### src/rtl/instr_fetch_if.sv
// rtl/instr_fetch_if.sv - instruction memory request/response bus between fetch stage and imem
interface instr_fetch_if;
    logic        imem_req;
    logic [31:0] imem_addr;
    logic        imem_ready;
    logic [31:0] imem_rdata;

    modport master (
        output imem_req,
        output imem_addr,
        input  imem_ready,
        input  imem_rdata
    );

    modport slave (
        input  imem_req,
        input  imem_addr,
        output imem_ready,
        output imem_rdata
    );
endinterface

### src/rtl/instr_fetch.sv
// rtl/instr_fetch.sv - MIPS fetch stage: PC, imem handshake, instruction register, next-PC select
module instr_fetch #(
    parameter logic [31:0] RESET_PC = 32'h0000_0000
) (
    input  logic                clk,
    input  logic                rst_n,
    instr_fetch_if.master       imem,
    input  logic                stall,
    input  logic                branch_taken,
    input  logic [31:0]         branch_offset,
    input  logic                jump,
    input  logic [25:0]         jump_target,
    output logic [31:0]         instr,
    output logic                instr_valid,
    output logic [15:0]         imm16,
    output logic [31:0]         pc,
    output logic [31:0]         pc_plus4
);

    typedef enum logic [1:0] {
        S_IDLE = 2'd0,
        S_REQ  = 2'd1,
        S_HOLD = 2'd2
    } state_t;

    localparam logic [31:0] RESET_PC_ALIGNED = {RESET_PC[31:2], 2'b00};

    state_t      r_state;
    logic [31:0] r_pc;
    logic [31:0] r_instr;
    logic        r_instr_valid;
    logic        r_imem_req;

    logic [31:0] w_pc_plus4;
    logic [31:0] w_next_pc;

    assign w_pc_plus4 = r_pc + 32'd4;

    // Next-PC select: jump overrides branch, branch overrides sequential; all wrap mod 2^32.
    // Shifting the full offset left by two discards bits [31:30], matching the word-offset form.
    always_comb begin
        w_next_pc = w_pc_plus4;
        if (jump) begin
            w_next_pc = {w_pc_plus4[31:28], jump_target, 2'b00};
        end else if (branch_taken) begin
            w_next_pc = w_pc_plus4 + (branch_offset << 2);
        end
    end

    // Fetch FSM: IDLE -> REQ (wait for ready, latch word) -> HOLD (until stall released) -> REQ.
    always_ff @(posedge clk) begin
        if (!rst_n) begin
            r_state       <= S_IDLE;
            r_pc          <= RESET_PC_ALIGNED;
            r_instr       <= 32'h0;
            r_instr_valid <= 1'b0;
            r_imem_req    <= 1'b0;
        end else begin
            case (r_state)
                S_IDLE: begin
                    r_state    <= S_REQ;
                    r_imem_req <= 1'b1;
                end
                S_REQ: begin
                    if (imem.imem_ready) begin
                        r_instr       <= imem.imem_rdata;
                        r_instr_valid <= 1'b1;
                        r_imem_req    <= 1'b0;
                        r_state       <= S_HOLD;
                    end
                end
                S_HOLD: begin
                    if (!stall) begin
                        r_pc          <= w_next_pc;
                        r_instr_valid <= 1'b0;
                        r_imem_req    <= 1'b1;
                        r_state       <= S_REQ;
                    end
                end
                default: begin
                    r_state       <= S_IDLE;
                    r_instr_valid <= 1'b0;
                    r_imem_req    <= 1'b0;
                end
            endcase
        end
    end

    assign imem.imem_req  = r_imem_req;
    assign imem.imem_addr = r_pc;
    assign instr          = r_instr;
    assign instr_valid    = r_instr_valid;
    assign imm16          = r_instr[15:0];
    assign pc             = r_pc;
    assign pc_plus4       = w_pc_plus4;

endmodule
### src/flat_wrapper.sv
// flat-port wrapper written by rule: the top's interface ports become plain ports
module instr_fetch_flat 
#(
    parameter logic [31:0] RESET_PC = 32'h0000_0000
)
  (clk, rst_n, stall, branch_taken, branch_offset, jump, jump_target, instr, instr_valid, imm16, pc, pc_plus4, imem_imem_req, imem_imem_addr, imem_imem_ready, imem_imem_rdata);
  instr_fetch_if imem_i ();
  input  logic clk;
  input  logic rst_n;
  input  logic stall;
  input  logic branch_taken;
  input  logic [31:0] branch_offset;
  input  logic jump;
  input  logic [25:0] jump_target;
  output logic [31:0] instr;
  output logic instr_valid;
  output logic [15:0] imm16;
  output logic [31:0] pc;
  output logic [31:0] pc_plus4;
  output wire logic [$bits(imem_i.imem_req)-1:0] imem_imem_req;
  output wire logic [$bits(imem_i.imem_addr)-1:0] imem_imem_addr;
  input wire logic [$bits(imem_i.imem_ready)-1:0] imem_imem_ready;
  input wire logic [$bits(imem_i.imem_rdata)-1:0] imem_imem_rdata;
  assign imem_imem_req = imem_i.imem_req;
  assign imem_imem_addr = imem_i.imem_addr;
  assign imem_i.imem_ready = imem_imem_ready;
  assign imem_i.imem_rdata = imem_imem_rdata;
  instr_fetch #(.RESET_PC(RESET_PC)) u_core (.clk(clk), .rst_n(rst_n), .imem(imem_i), .stall(stall), .branch_taken(branch_taken), .branch_offset(branch_offset), .jump(jump), .jump_target(jump_target), .instr(instr), .instr_valid(instr_valid), .imm16(imm16), .pc(pc), .pc_plus4(pc_plus4));
endmodule
### config.mk
export PLATFORM = sky130hd
export DESIGN_NAME = instr_fetch_flat
export DESIGN_NICKNAME = d
export VERILOG_FILES = /design/src/rtl/instr_fetch_if.sv /design/src/rtl/instr_fetch.sv /design/src/flat_wrapper.sv
export SDC_FILE = /design/constraint.sdc
export NUM_CORES = 1
export LEC_CHECK = 0
export BUFFER_PORTS_ARGS = -buffer_cell sky130_fd_sc_hd__buf_2
export CAP_MARGIN = 5
export CELL_PAD_IN_SITES_DETAIL_PLACEMENT = 1
export CELL_PAD_IN_SITES_GLOBAL_PLACEMENT = 2
export CORE_MARGIN = 1
export CORE_UTILIZATION = 27
export CTS_CLUSTER_DIAMETER = 200
export DETAILED_ROUTE_END_ITERATION = 8
export HOLD_SLACK_MARGIN = 0.1
export PLACE_DENSITY_LB_ADDON = 0.1
export SLEW_MARGIN = 20
export SYNTH_ARGS = -nofsm -noshare
export SYNTH_HDL_FRONTEND = slang
export SYNTH_SLANG_ARGS = --single-unit
### constraint.sdc
create_clock -name clk -period 5.7 [get_ports clk]
set_input_delay 0.57 -clock clk [delete_from_list [all_inputs] [get_ports clk]]
set_output_delay 0.57 -clock clk [all_outputs]
set_load 0.02 [all_outputs]
==> summary.txt <==
Crit Path Class = flop to flop
Gate Count Post-Synth = 699
Max Buffers Root-to-Sink = 2
Met3 global-route usage = 3.442%
Area of the core = 0.01896 mm²
Starting Density = 27.83%
Synth Flop Type = dfxtp_1
Final setup TNS = 0 ns
Clk pin slew, worst setup/hold paths = 0.06 ns
Combinational share of power = 20.9%
CP Cell Sequence = ha_1 > nand4_1 > nor3_2 > and4_1 > xnor2_1 > inv_1 > ha_1 > and4_1 > a221oi_1 > o21bai_1 > a21oi_1 > o21ai_0 > a21oi_1 > nand4b_1 > a31oi_1
Leading cell type in the layout, fill and taps excluded = buf_2
Number of port buffers = 233
Remaining DRCs = 0
Fin nets = 1,009
XOR/XNOR Fraction of Synth Area = 7.802%
Slowest CP cell = nor3_2
Crit. End Element = flop
DR WL/cell = 17.99 µm
Commonest non-fill, non-tap cells in the layout = 233 x buf_2, 121 x nand2_1, 78 x a21oi_1
Fmax = 220.0 MHz
Initial DRC count = 192
Grt met1 use = 25.76%
FF+latch count, synth = 65
Power Density = 213.2 mW/mm²
Final wirelength = 20,520 µm
Final non-filler cell total = 1,141
Post_cts resized = 0
Post-DP HPWL = 15,580 µm
CTS Sinks = 65
First-pass GRT wire length = 31,300 µm
Area of the multi-input gates = 0.003443 mm²
Setup repair bufs after CTS = 0
Hold Crit Class = flop to flop
Hold_buf cts = 0
Register area share after synthesis = 24.66%
Met2 usage = 34.85%
Distinct cells, synth = 68
Max H-tree Level = 3
Total grt overflow = 0
Critical Path RT = 5.90 ns
Post-synth top area share = 24.66%
CTS tree = done
Overall routing resource usage = 20.22%
P_sw = 0.0004467 W
Avg Cell Area, Syn = 7.548 µm²
Vias in the first global route = 5,763
Crit path launch = u_core.imem.imem_addr[2]$_SDFFE_PN0P_
Synth Area in Simple Gates = 21.27%
Placed instance count = 1,125
RSZ-0062 raised after global routing = false
HP Start = u_core.instr[21]$_SDFFE_PN0P_
Worst Tran Pin Value = 1.093 ns
ANT nets after route = 0
Reg power frac = 34.5%
Fin area = 0.006684 mm²
Worst setup SP type = flop
Layout cell share with drive strength beyond 1 = 30.87%
Leak Pwr = 3.308 nW
Total power draw = 0.001425 W
P_int = 0.0009784 W
Num CTS Buffers = 9
Num rows = 50
Max-slew violations = 0
Crit path buf inv count = 1
Asr flop ratio synth = 0%
Adder-cell share of the synthesized area = 8.916%
Util after Layout = 35.26%
Clock share of power = 44.6%
Pin count of the biggest net entering global routing = 49
Post-place instance area = 0.006356 mm²
Sw Share = 31.34%
DRT Pass-1 Iters = 6
Vias per cell = 4.982
CP delay by family, top = simple AND/OR/NAND/NOR gates
Initial antenna violation count = 1
Cell accounting for the most synthesized area = dfxtp_1
Worst slew margin = 26.89%
GP Congestion = 0.8458
N_diodes = 0
Area contributors post-synth = dfxtp_1 25%, nand2_1 8.6%, ha_1 8.5%
Root Driver = clkbuf_16
Max rail drop VDD = 0.0001774 V
Status = complete, no violations
CP arrival = 4.74 ns
Synth warn = 0
Chip width = 141.8 µm
Max stage delay on crit path = 0.77 ns
Filler cells = 2,436
Grt peak-use layer = met2
Final Setup Violations = 0
Die extent in y = 141.8 µm
Max-cap viol count = 0
Synthesized cell area = 0.005276 mm²
Worst Clk Skew = 0.009737 ns
Final Hold Vio Count = 0
RR Startpoint = u_core.imem.imem_addr[2]$_SDFFE_PN0P_
Register Area = 0.001301 mm²
Number of synthesized flops with an enable pin = 0
Crit path time final = 4.545 ns
Via count = 5,685
I/O pin count = 242
Area delta synth->final = 26.68%
CP max FO = 8
Mux cell area share after synthesis = 1.352%
Fin crit share = 79.74%
Largest family of logic cells by synthesized area = compound AO/OA/AOI/OAI gates
Die ar. = 0.02010 mm²
Compound-Gate Fraction of Synth Area = 25.33%
Clk_lat worst skew = 0.34 ns
## per-layer routing
metal | part of all wire (%) | wire length (µm)
met2 | 48 | 9828
met1 | 46 | 9387
met5 | 0.049 | 10
met3 | 5.1 | 1050
met4 | 1.2 | 248
## registers in the layout, summed over array words and instances, names as in the netlist
| name | flops |
|---|---|
| u_core.imem.imem_addr | 30 |
| u_core.imem.imem_req | 1 |
| u_core.instr | 32 |
| u_core.instr_valid | 1 |
| u_core.r_state | 1 |
## power groups by stage
stage / clock network, W / logic (W) / registers (W)
floorplan: 0 / 0.000180 / 0.000520
global placement: 0 / 0.000295 / 0.000501
detailed placement: 0 / 0.000300 / 0.000502
CTS: 0.000654 / 0.000301 / 0.000492
global route: 0.000671 / 0.000327 / 0.000495
finish: 0.000635 / 0.000299 / 0.000492
## stage by stage
stage	setup WS, ns	hold slack (ns)
detailed placement	1.211	0.4442
finish	1.155	0.4518
global route	0.9023	0.4534
floorplan	1.671	0.5196
global placement	1.301	0.4402
CTS	1.189	0.4512
## final cells by class
type / count / share of cell area [%]
Timing Repair Buffer: 240 / 18.23
Tap cell: 260 / 4.867
Inverter: 18 / 1.011
Clock buffer: 10 / 3.575
Sequential cell: 65 / 19.47
Multi-Input combinational cell: 542 / 51.52
Clock inverter: 6 / 1.329
## cells in the mapped netlist, types with 2 or more instances
library cell	n
a211oi_1	4
ha_1	36
o211a_1	2
nor2_1	34
a21oi_1	78
nor3_1	6
o21ai_1	7
inv_1	16
nand3b_1	4
mux2i_1	6
and2_1	5
a21o_1	20
clkbuf_1	26
nand3_1	19
and3_1	11
nand2_1	121
o2111ai_1	3
nor3b_1	5
a31oi_1	7
o211ai_1	20
o22ai_1	3
and4_1	5
xnor2_1	32
a22o_1	2
nor3_2	3
o21bai_1	7
a221o_1	2
a211oi_2	2
dfxtp_1	65
o31ai_1	4
a311oi_1	3
o21ai_0	23
nand4_1	13
buf_4	52
nand2b_1	4
a211o_1	3
xor2_1	15
## tightest hold or removal path: stages, from the launching register on
cell and delay (ns):
dfxtp_1 0.31, nand2_1 0.05, a21oi_1 0.05
## final timing paths
check                                      endpoint  slack [ns]  cells after the start
max          u_core.imem.imem_addr[28]$_SDFFE_PN0P_        1.16                     15
min                   u_core.instr[21]$_SDFFE_PN0P_        0.45                      2
max reg2reg  u_core.imem.imem_addr[28]$_SDFFE_PN0P_        1.16                     15
min reg2reg           u_core.instr[21]$_SDFFE_PN0P_        0.45                      2
## kinds of logic (layout without fill, tap and decap cells)
family                   count (synthesis)  after routing
adder cells (fa/ha/maj)                 37             37
multiplexers                             7              7
XOR/XNOR                                47             47
AND/OR/NAND/NOR                        239            239
other                                    1              6
flip-flops                              65             65
AO/OA/AOI/OAI                          206            206
buffers and inverters                   97            274
(Power assumes the default switching activity.)
